[src/rtl/des_pkg.sv]
// Shared DES key-schedule constants: permutation tables, shift schedule, widths
// and the FSM state type used by the key schedule block.
package des_pkg;

    localparam int KEY_W  = 64;
    localparam int CD_W   = 56;
    localparam int SK_W   = 48;
    localparam int HALF_W = 28;
    localparam int ROUNDS = 16;

    // Table entries are 1-based FIPS bit numbers of the source vector.
    localparam int PC1 [CD_W] = '{
        57, 49, 41, 33, 25, 17,  9,
         1, 58, 50, 42, 34, 26, 18,
        10,  2, 59, 51, 43, 35, 27,
        19, 11,  3, 60, 52, 44, 36,
        63, 55, 47, 39, 31, 23, 15,
         7, 62, 54, 46, 38, 30, 22,
        14,  6, 61, 53, 45, 37, 29,
        21, 13,  5, 28, 20, 12,  4
    };

    localparam int PC2 [SK_W] = '{
        14, 17, 11, 24,  1,  5,
         3, 28, 15,  6, 21, 10,
        23, 19, 12,  4, 26,  8,
        16,  7, 27, 20, 13,  2,
        41, 52, 31, 37, 47, 55,
        30, 40, 51, 45, 33, 48,
        44, 49, 39, 56, 34, 53,
        46, 42, 50, 36, 29, 32
    };

    localparam int SHIFT [ROUNDS] = '{1, 1, 2, 2, 2, 2, 2, 2, 1, 2, 2, 2, 2, 2, 2, 1};

    typedef enum logic {IDLE, RUN} state_e;

    typedef logic [0:HALF_W-1] half_t;

    // Barrel-shift control: bit 0 weighs 2, bit 1 weighs 1.
    function automatic logic [0:1] shift_code(input logic [3:0] idx);
        return 2'(SHIFT[idx]);
    endfunction

endpackage

[src/rtl/des_key_schedule_if.sv]
// Load request and subkey stream between a key source/round engine (master)
// and the DES key schedule (slave).
interface des_key_schedule_if;
    import des_pkg::*;

    logic                start;
    logic                decrypt;
    logic [0:KEY_W-1]    key;
    logic                busy;
    logic                subkey_valid;
    logic                subkey_ready;
    logic [0:SK_W-1]     subkey;
    logic [3:0]          round;
    logic                done;

    modport master (
        output start, decrypt, key, subkey_ready,
        input  busy, subkey_valid, subkey, round, done
    );

    modport slave (
        input  start, decrypt, key, subkey_ready,
        output busy, subkey_valid, subkey, round, done
    );

endinterface

[src/rtl/barrel_shift.sv]
// 28-bit left rotator: out[i] = in[(i + amt) mod 28], amt = 2*shift[0] + shift[1].
module barrel_shift (
    input  logic [0:27] data_i,
    input  logic [0:1]  shift,
    output logic [0:27] data_o
);
    logic [0:27] by_two;

    assign by_two = shift[0] ? {data_i[2:27], data_i[0:1]} : data_i;
    assign data_o = shift[1] ? {by_two[1:27], by_two[0]}   : by_two;

endmodule

[src/rtl/des_key_schedule.sv]
// DES key schedule: loads PC-1(key) on start, then streams the sixteen round
// subkeys (K1..K16 encrypt, K16..K1 decrypt) one per valid/ready handshake.
module des_key_schedule
    import des_pkg::*;
(
    input  logic               clk,
    input  logic               rst_n,
    des_key_schedule_if.slave  ks
);
    state_e            state_q, state_d;
    half_t             c_q, c_d, d_q, d_d;
    logic [3:0]        round_q, round_d;
    logic              mode_q, mode_d;
    logic              done_q, done_d;

    logic [0:CD_W-1]   cd_load;
    logic [0:CD_W-1]   cd_sel;
    logic [0:SK_W-1]   subkey_pc2;
    half_t             c_rotl, d_rotl, c_rotr, d_rotr;
    logic [0:1]        shl_amt;
    logic              shr_two;
    logic              handshake;

    // The schedule only ever rotates by 1 or 2, so a two-way mux suffices.
    function automatic half_t rot_right(input half_t x, input logic two);
        return two ? {x[HALF_W-2:HALF_W-1], x[0:HALF_W-3]}
                   : {x[HALF_W-1], x[0:HALF_W-2]};
    endfunction

    for (genvar i = 0; i < CD_W; i++) begin : g_pc1
        assign cd_load[i] = ks.key[PC1[i] - 1];
    end

    assign shl_amt = shift_code(round_q);

    barrel_shift u_rotl_c (.data_i(c_q), .shift(shl_amt), .data_o(c_rotl));
    barrel_shift u_rotl_d (.data_i(d_q), .shift(shl_amt), .data_o(d_rotl));

    // Decrypt walks the encrypt schedule backwards, undoing S[15-round].
    assign shr_two = (SHIFT[4'd15 - round_q] == 2);
    assign c_rotr  = rot_right(c_q, shr_two);
    assign d_rotr  = rot_right(d_q, shr_two);

    // Encrypt presents the already-rotated halves; decrypt presents C,D as held.
    assign cd_sel = mode_q ? {c_q, d_q} : {c_rotl, d_rotl};

    for (genvar i = 0; i < SK_W; i++) begin : g_pc2
        assign subkey_pc2[i] = cd_sel[PC2[i] - 1];
    end

    assign handshake = (state_q == RUN) && ks.subkey_ready;

    always_comb begin
        state_d = state_q;
        c_d     = c_q;
        d_d     = d_q;
        round_d = round_q;
        mode_d  = mode_q;
        done_d  = 1'b0;
        case (state_q)
            IDLE: begin
                if (ks.start) begin
                    state_d    = RUN;
                    {c_d, d_d} = cd_load;
                    round_d    = 4'd0;
                    mode_d     = ks.decrypt;
                end
            end
            RUN: begin
                if (handshake) begin
                    c_d     = mode_q ? c_rotr : c_rotl;
                    d_d     = mode_q ? d_rotr : d_rotl;
                    round_d = round_q + 4'd1;
                    if (round_q == 4'd15) begin
                        state_d = IDLE;
                        done_d  = 1'b1;
                    end
                end
            end
            default: state_d = IDLE;
        endcase
    end

    always_ff @(posedge clk or negedge rst_n) begin
        if (!rst_n) begin
            state_q <= IDLE;
            c_q     <= '0;
            d_q     <= '0;
            round_q <= 4'd0;
            mode_q  <= 1'b0;
            done_q  <= 1'b0;
        end else begin
            state_q <= state_d;
            c_q     <= c_d;
            d_q     <= d_d;
            round_q <= round_d;
            mode_q  <= mode_d;
            done_q  <= done_d;
        end
    end

    assign ks.busy         = (state_q == RUN);
    assign ks.subkey_valid = (state_q == RUN);
    assign ks.subkey       = subkey_pc2;
    assign ks.round        = round_q;
    assign ks.done         = done_q;

endmodule
[src/flat_wrapper.sv]
// flat-port wrapper written by rule: the top's interface ports become plain ports
module des_key_schedule_flat import des_pkg::*;
  (clk, rst_n, ks_start, ks_decrypt, ks_key, ks_subkey_ready, ks_busy, ks_subkey_valid, ks_subkey, ks_round, ks_done);
  des_key_schedule_if ks_i ();
  input  logic clk;
  input  logic rst_n;
  input wire logic [$bits(ks_i.start)-1:0] ks_start;
  input wire logic [$bits(ks_i.decrypt)-1:0] ks_decrypt;
  input wire logic [$bits(ks_i.key)-1:0] ks_key;
  input wire logic [$bits(ks_i.subkey_ready)-1:0] ks_subkey_ready;
  output wire logic [$bits(ks_i.busy)-1:0] ks_busy;
  output wire logic [$bits(ks_i.subkey_valid)-1:0] ks_subkey_valid;
  output wire logic [$bits(ks_i.subkey)-1:0] ks_subkey;
  output wire logic [$bits(ks_i.round)-1:0] ks_round;
  output wire logic [$bits(ks_i.done)-1:0] ks_done;
  assign ks_i.start = ks_start;
  assign ks_i.decrypt = ks_decrypt;
  assign ks_i.key = ks_key;
  assign ks_i.subkey_ready = ks_subkey_ready;
  assign ks_busy = ks_i.busy;
  assign ks_subkey_valid = ks_i.subkey_valid;
  assign ks_subkey = ks_i.subkey;
  assign ks_round = ks_i.round;
  assign ks_done = ks_i.done;
  des_key_schedule u_core (.clk(clk), .rst_n(rst_n), .ks(ks_i));
endmodule
[config.mk]
export PLATFORM = sky130hd
export DESIGN_NAME = des_key_schedule_flat
export DESIGN_NICKNAME = d
export VERILOG_FILES = /design/src/rtl/des_pkg.sv /design/src/rtl/des_key_schedule_if.sv /design/src/rtl/barrel_shift.sv /design/src/rtl/des_key_schedule.sv /design/src/flat_wrapper.sv
export SDC_FILE = /design/constraint.sdc
export NUM_CORES = 1
export LEC_CHECK = 0
export CAP_MARGIN = 10
export CELL_PAD_IN_SITES_DETAIL_PLACEMENT = 0
export CELL_PAD_IN_SITES_GLOBAL_PLACEMENT = 1
export CORE_ASPECT_RATIO = 1.75
export CORE_UTILIZATION = 30
export DETAILED_ROUTE_END_ITERATION = 7
export PLACE_DENSITY = 0.62
export SLEW_MARGIN = 5
export SYNTH_ARGS = -nofsm -noshare
export SYNTH_HDL_FRONTEND = slang
export SYNTH_HIERARCHICAL = 1
export SYNTH_SLANG_ARGS = --single-unit
[constraint.sdc]
create_clock -name clk -period 3.5 [get_ports clk]
set_clock_uncertainty 0.1 [all_clocks]
set_input_delay 0.7 -clock clk [delete_from_list [all_inputs] [get_ports clk]]
set_output_delay 0.7 -clock clk [all_outputs]
set_load 0.1 [all_outputs]
==> results.md, run 1 <==
* Status: finished, final reports clean
* DR vias/cell at 5.71
* Largest net degree at the start of global routing at 62
* Layout cells sized above 1 at 0.307
* Initial Util at 0.307
* Initial DRC Count at 429
* Grt ovf at 0
* Seq cells post-synth at 63
* WL final at 27100 microns
* Pleak at 3.86 nW
* CP arrival at 2660 ps
* Filler cell count at 2317
* Post-Synth Adder-Cell Area at 0.00713
* Nets@finish at 981
* Delay-heaviest family, CP: buffers and inverters
* Synth Cell Area at 7020 sq um
* Synth Area in Compound Gates at 0.162
* CP startpoint kind: flop
* Peak VDD IR at 986 uV
* Antenna violations before repair at 0
* Worst path bufs/invs at 5
* Wirelength per Cell at 22.3 microns
* Endpoints failing hold at 0
* Register area share after synthesis at 0.225
* Clock Path Buffers at 2
* H-tree depth at 3
* Iteration count of the initial detailed-routing pass at 4
* Placed cell area at 9010 sq um
* Post-DP HPWL at 17900 microns
* Root Driver: clkbuf_16
* Crit path largest cell delay at 410 ps
* Overall routing resource usage at 0.226
* Clock Latency Late Sink at 350 ps
* CTS Buf Count at 9
* Footprint of the multi-input gates at 5130 sq um
* CP Class: reg2out
* Top Ports at 124
* Die area at 24000 sq um
* Vias in the first global route at 7193
* Most frequent cells in the layout: nand2_1 (120), nand2b_1 (61), clkdlybuf4s50_1 (58), dfrtp_1 (57), buf_12 (55)
* Fin. max-slew vios at 0
* Syn Inst Count at 808
* Post-synthesis simple-gate area fraction at 0.258
* Slew headroom at 0.408
* Minimum clock period at 3460 ps
* Hold-fix buffers, CTS at 0
* Final setup viols at 0
* Chip Height at 204 microns
* Register Area at 1580 sq um
* Post-Syn Nets at 881
* Detail Route Antenna Nets at 0
* Maxcap violations at 0
* Area grow syn2layout at 38.1%
* Cell Rows at 73
* CTS tree: yes
* Design area at 9690 sq um
* Ant diodes at 0
* Least-Margin Pin Slew at 888 ps
* Die W at 118 microns
* First-pass GRT wire length at 41800 microns
* CP max FO at 10
* Clock transition at the registers of the reported paths at 50 ps
* Fmax at 289 MHz
* Crit path required time at 2700 ps
* Critical-path top delay cell: dfrtp_2
* Min-delay worst type: in2async
* Power Density at 1160 nW/um^2
* Multiplexer share of the synthesized area at 0.272
* Crit-path most repeated cell: buf_12
* Worst path cell trace: inv_1 > ha_2 > a21oi_2 > nor2_2 > a31oi_4 > buf_12 > buf_6 > bufbuf_16 > mux4_2 > nand2b_4 > nand2_2 > buf_12
* RePlAce Congestion at 0.807
* Period Utilization, post-route at 0.989
* Most common cell after layout, fill and taps aside: nand2_1
* Flop2flop setup slack at 770 ps
* Largest family of logic cells by synthesized area: multiplexers
* Synth unique cells at 44
* Drt drc at 0
* Post-Synth XOR/XNOR Area at 0
* Critical Path Sink Type: output pin
* Synth warn at 6
* Core ar. at 22800 sq um
* Clock Sinks at 63
* DR vias at 6922
* Fin Hold WS at 372 ps
* Syn avg cell area at 8.69 sq um
* Buffers added on ports at 115
power by group:
part,switching [mW],internal (mW)
combinational,5.13,3.60
clock,0.368,0.568
sequential,0.587,0.967
total,6.08,5.13
synthesized netlist by cell type:
cell	count	area [sq um]
a211oi_1	4	30.0
buf_4	7	52.6
nor2_2	1	6.26
a311oi_1	4	35.0
and2_1	1	6.26
a31oi_1	27	169
mux2i_1	30	300
a32oi_1	16	140
nor2b_1	43	269
o21ai_0	7	35.0
nand3_1	34	170
mux4_2	42	946
buf_8	2	30.0
nor3_1	24	120
a22o_1	1	8.76
o221ai_1	8	70.1
mux2_2	26	293
clkbuf_1	35	131
o31a_1	13	114
or3_4	1	11.3
nand4_1	1	6.26
a21boi_0	1	7.51
inv_1	26	97.6
a32o_1	1	10.0
buf_6	5	56.3
buf_2	23	115
nand2b_1	73	457
and3_1	2	12.5
a221oi_1	9	78.8
o2111ai_1	13	114
dfrtp_1	63	1580
buf_12	2	40.0
nand2_2	1	6.26
or2_2	2	12.5
a32oi_4	1	27.5
nand2_1	168	631
o21ai_1	5	25.0
a21oi_1	18	90.1
ha_1	4	50.1
o32ai_1	21	184
mux4_1	14	368
nor2_1	25	93.8
buf_1	3	11.3
nor2_4	1	11.3
final cells by class:
| class | count | share of cell area |
|---|---|---|
| clock inverter | 4 | 0.00465 |
| timing repair buffer | 166 | 0.228 |
| sequential | 63 | 0.163 |
| multi-input combinational | 642 | 0.530 |
| tap | 300 | 0.0387 |
| clock buffer | 12 | 0.0254 |
| inverter | 26 | 0.0101 |
cell families (layout without fill, tap and decap cells):
kind of cell | count (synthesis) | in the layout
AO/OA/AOI/OAI | 149 | 149
adder cells (fa/ha/maj) | 4 | 4
buffers and inverters | 103 | 208
flip-flops | 63 | 63
multiplexers | 112 | 112
AND/OR/NAND/NOR | 377 | 377
metal layers:
metal  vias to the layer above  GRT usage  share of wire
met5                         -          0              0
met4                         0      0.107          0.032
met3                        47     0.0318          0.045
met2                       208      0.397           0.52
met1                      3473      0.269           0.41
li1                       3194          -              -
metrics by stage:
| step | setup slack, ps | TNS (ps) | total power [mW] | util | std cells |
|---|---|---|---|---|---|
| finish | 39.3 | 0 | 11.2 | 0.424 | 1213 |
| detailed placement | 313 | 0 | 9.52 | 0.395 | 1178 |
| global route | -29.6 | -182 | 11.7 | 0.424 | 1213 |
| CTS | 1.79 | 0 | 10.9 | 0.416 | 1205 |
| floorplan | 110 | 0 | 7.10 | - | 808 |
| global placement | 322 | 0 | 9.51 | 0.395 | 1178 |
what timing repair did:
| item | 4_1_cts | 5_1_grt |
|---|---|---|
| pin swaps | 1 | 1 |
| resized for setup | 3 | 36 |
| buffers inserted | 8 | 7 |
| endpoints found under the setup margin | 21 | 48 |
| cloned | 3 | 2 |
final timing paths:
path	endpoint	cells after the start	startpoint
hold / removal	u_core/ks.round[0]	1	rst_n
min in group clk	u_core/ks.round[0]	2	u_core/ks.round[0]
setup / recovery	ks_subkey[18]	12	u_core/ks.round[1]
hold reg to reg	u_core/ks.round[0]	2	u_core/ks.round[0]
setup reg to reg	u_core/c_q[10]	11	u_core/ks.round[1]
max in group asynchronous	u_core/c_q[15]	2	rst_n
sequential cells by signal, summed over array words and instances (netlist names):
| signal | flops |
|---|---|
| u_core/ks.busy | 1 |
| u_core/c_q | 28 |
| u_core/d_q | 28 |
| u_core/mode_q | 1 |
| u_core/ks.round | 4 |
| u_core/ks.done | 1 |
No activity file was read; power rests on OpenSTA's default activity.
==> run 2: changes to the inputs <==
--- a/config.mk
+++ b/config.mk
@@ -5,13 +5,13 @@
 export SDC_FILE = /design/constraint.sdc
 export NUM_CORES = 1
 export LEC_CHECK = 0
-export CAP_MARGIN = 10
+export CAP_MARGIN = 20
 export CELL_PAD_IN_SITES_DETAIL_PLACEMENT = 0
 export CELL_PAD_IN_SITES_GLOBAL_PLACEMENT = 1
 export CORE_ASPECT_RATIO = 1.75
-export CORE_UTILIZATION = 30
+export CORE_UTILIZATION = 41
 export DETAILED_ROUTE_END_ITERATION = 7
-export PLACE_DENSITY = 0.62
+export PLACE_DENSITY = 0.81
 export SLEW_MARGIN = 5
 export SYNTH_ARGS = -nofsm -noshare
 export SYNTH_HDL_FRONTEND = slang
==> run 2 against run 1 <==
Net effect: the run now ends with design-rule violations left; register-to-register slack lost 50 ps; setup slack lost 29 ps; cell area down 0.58%; clock-buffer cell count rose by 2; first-iteration DRC count rose by 57%; global-route usage is 5.8 points higher; sequential cell count did not move; hold slack got worse by 38 ps; die area fell by 26%.
==> results.md, run 2 (synthesis results as in run 1) <==
* Most frequent cells in the layout: nand2_1 (120), nand2b_1 (59), clkdlybuf4s50_1 (58), dfrtp_1 (57), buf_12 (53)
* DR vias at 7195 (+3.9%)
* Antenna violations before repair at 0 (unchanged)
* Ant diodes at 0 (unchanged)
* Minimum clock period at 3490 ps (+29.4 ps)
* RSZ-0062 raised after global routing: true
* Drt drc at 1 (+1)
* Largest net degree at the start of global routing at 45 (-27%)
* Period Utilization, post-route at 0.997 (+0.00839)
* Detail Route Antenna Nets at 0 (unchanged)
* RR Startpoint: u_core/ks.round[0]
* CP arrival at 2690 ps (+30 ps)
* Grt ovf at 0 (unchanged)
* Status: finished with violations
* Min-delay worst type: in2async
* Reg2reg end: u_core/d_q[23]
* Endpoints failing hold at 0 (unchanged)
* Crit path largest cell delay at 510 ps (+100 ps)
* Top Ports at 124 (unchanged)
* CP startpoint kind: flop
* Final Util at 0.571 (+0.147)
* CTS Buf Count at 9 (unchanged)
* CP max FO at 6 (-4)
* Initial DRC Count at 673 (+57%)
* Fmax at 287 MHz (-0.84%)
* Chip Height at 175 microns (-14%)
* Final setup viols at 0 (unchanged)
* Crit path required time at 2700 ps (about the same)
* Clock Latency Late Sink at 340 ps (about the same)
* Critical-path top delay cell: mux4_2
* Fin. max-slew vios at 0 (unchanged)
* Clock transition at the registers of the reported paths at 60 ps (about the same)
* RePlAce Congestion at 0.868 (+7.5%)
* DR vias/cell at 6.27 (+9.8%)
* CTS tree: yes
* Failing checks: design-rule violations
* Overall routing resource usage at 0.284 (+0.0582)
* Area grow syn2layout at 37.3%
* Maxcap violations at 0 (unchanged)
* Nets@finish at 989 (+0.82%)
* Die area at 17700 sq um (-26%)
* Crit path to: ks_subkey[1]
* Layout cells sized above 1 at 0.309 (+0.00276)
* Critical Path Sink Type: output pin
* CP Class: reg2out
* Die W at 101 microns (-14%)
* Flop2flop setup slack at 720 ps (-50 ps)
* Vias in the first global route at 7130 (-0.88%)
* Slew headroom at 0.421 (+0.0137)
* Setup crit start: u_core/ks.round[0]
* Most common cell after layout, fill and taps aside: nand2_1
* Wirelength per Cell at 21.7 microns (-2.8%)
* Crit-path most repeated cell: buf_12
* Worst path cell trace: buf_4 > buf_4 > ha_1 > a31oi_4 > buf_12 > buf_12 > mux4_2 > nand2b_1 > nand2_2 > buf_12
* Core ar. at 16900 sq um (-26%)
* Hold-fix buffers, CTS at 0 (unchanged)
* Post-DP HPWL at 15700 microns (-12%)
* Iteration count of the initial detailed-routing pass at 8 (+4)
* Cell Rows at 63 (-14%)
* Buffers added on ports at 115 (unchanged)
* Clock Sinks at 63 (unchanged)
* First-pass GRT wire length at 38500 microns (-7.9%)
* WL final at 24900 microns (-8.0%)
* Worst r2r path cells at 11 (unchanged)
* Initial Util at 0.416 (+0.109)
* Root Driver: clkbuf_16
* H-tree depth at 3 (unchanged)
* Least-Margin Pin Slew at 868 ps (-20.6 ps)
* Clock Path Buffers at 2 (unchanged)
-- run 2: cell count changes in the layout (fill, tap and decap cells not counted), moves of 3 or more --
cell and delta:
buf_4 +7, mux4_2 -4, clkbuf_1 +3, buf_6 +4, mux4_1 +4
-- run 2: per-layer routing --
metal | GRT usage | routed length (microns) | vias to the layer above
met1 | 0.365 | 9610 | 3536
met2 | 0.449 | 12300 | 353
met4 | 0.164 | 1320 | 0
met3 | 0.0436 | 1690 | 89
met5 | 0 | 0 | -
li1 | - | - | 3217
-- run 2: repair_timing --
action                                  CTS  global route
buffers inserted                          4            21
gates resized for setup                   9            28
endpoints found under the setup margin   30            48
hold endpoints to repair                  0             0
cloned                                    3             2
pin swaps                                 0             2
-- run 2: stage by stage --
step	setup TNS, ps	hold slack [ps]	setup WS, ps	area [sq um]	instances
finish	0	333	9.91	9630	1148
CTS	-39.5	346	-13.6	9300	1125
global route	-196	375	-41.8	9630	1148
detailed placement	0	481	263	8900	1102
floorplan	0	304	110	7140	808
global placement	0	468	304	8900	1102
-- run 2: cell type report --
class                   count  area [sq um]
well taps                 227           284
flip-flops and latches     63          1580
clock inverters             2          10.0
fillers                  1532          7230
inverters                  26          97.6
clock buffers              14           244
repair buffers            174          2240
multi-input cells         642          5170
-- run 2: how the worst min path moves through the flow --
| stage | start | end | slack (ps) | depth (start not counted) |
|---|---|---|---|---|
| 2_1_floorplan | rst_n | u_core/c_q[0] | 300 | 0 |
| 3_5_place_dp | u_core/ks.round[0] | u_core/ks.round[0] | 480 | 1 |
| 3_3_place_gp | u_core/ks.round[0] | u_core/ks.round[0] | 470 | 1 |
| 6_report | rst_n | u_core/c_q[9] | 330 | 1 |
| 4_1_cts | rst_n | u_core/c_q[9] | 350 | 1 |
| 5_1_grt | rst_n | u_core/c_q[9] | 380 | 1 |
-- run 2: worst max-delay path, delay by kind of cell, from the launching register on --
kind,cells,cell delay (ps)
buffers and inverters,5,720
muxes,1,510
AOI/OAI and AO/OA,1,210
adders and majority gates,1,220
DFF,1,430
and+or+nand+nor,2,240
Power of run 2 is not shown: default switching activity piles up to over one toggle a cycle in this logic, so the estimate is an artifact.
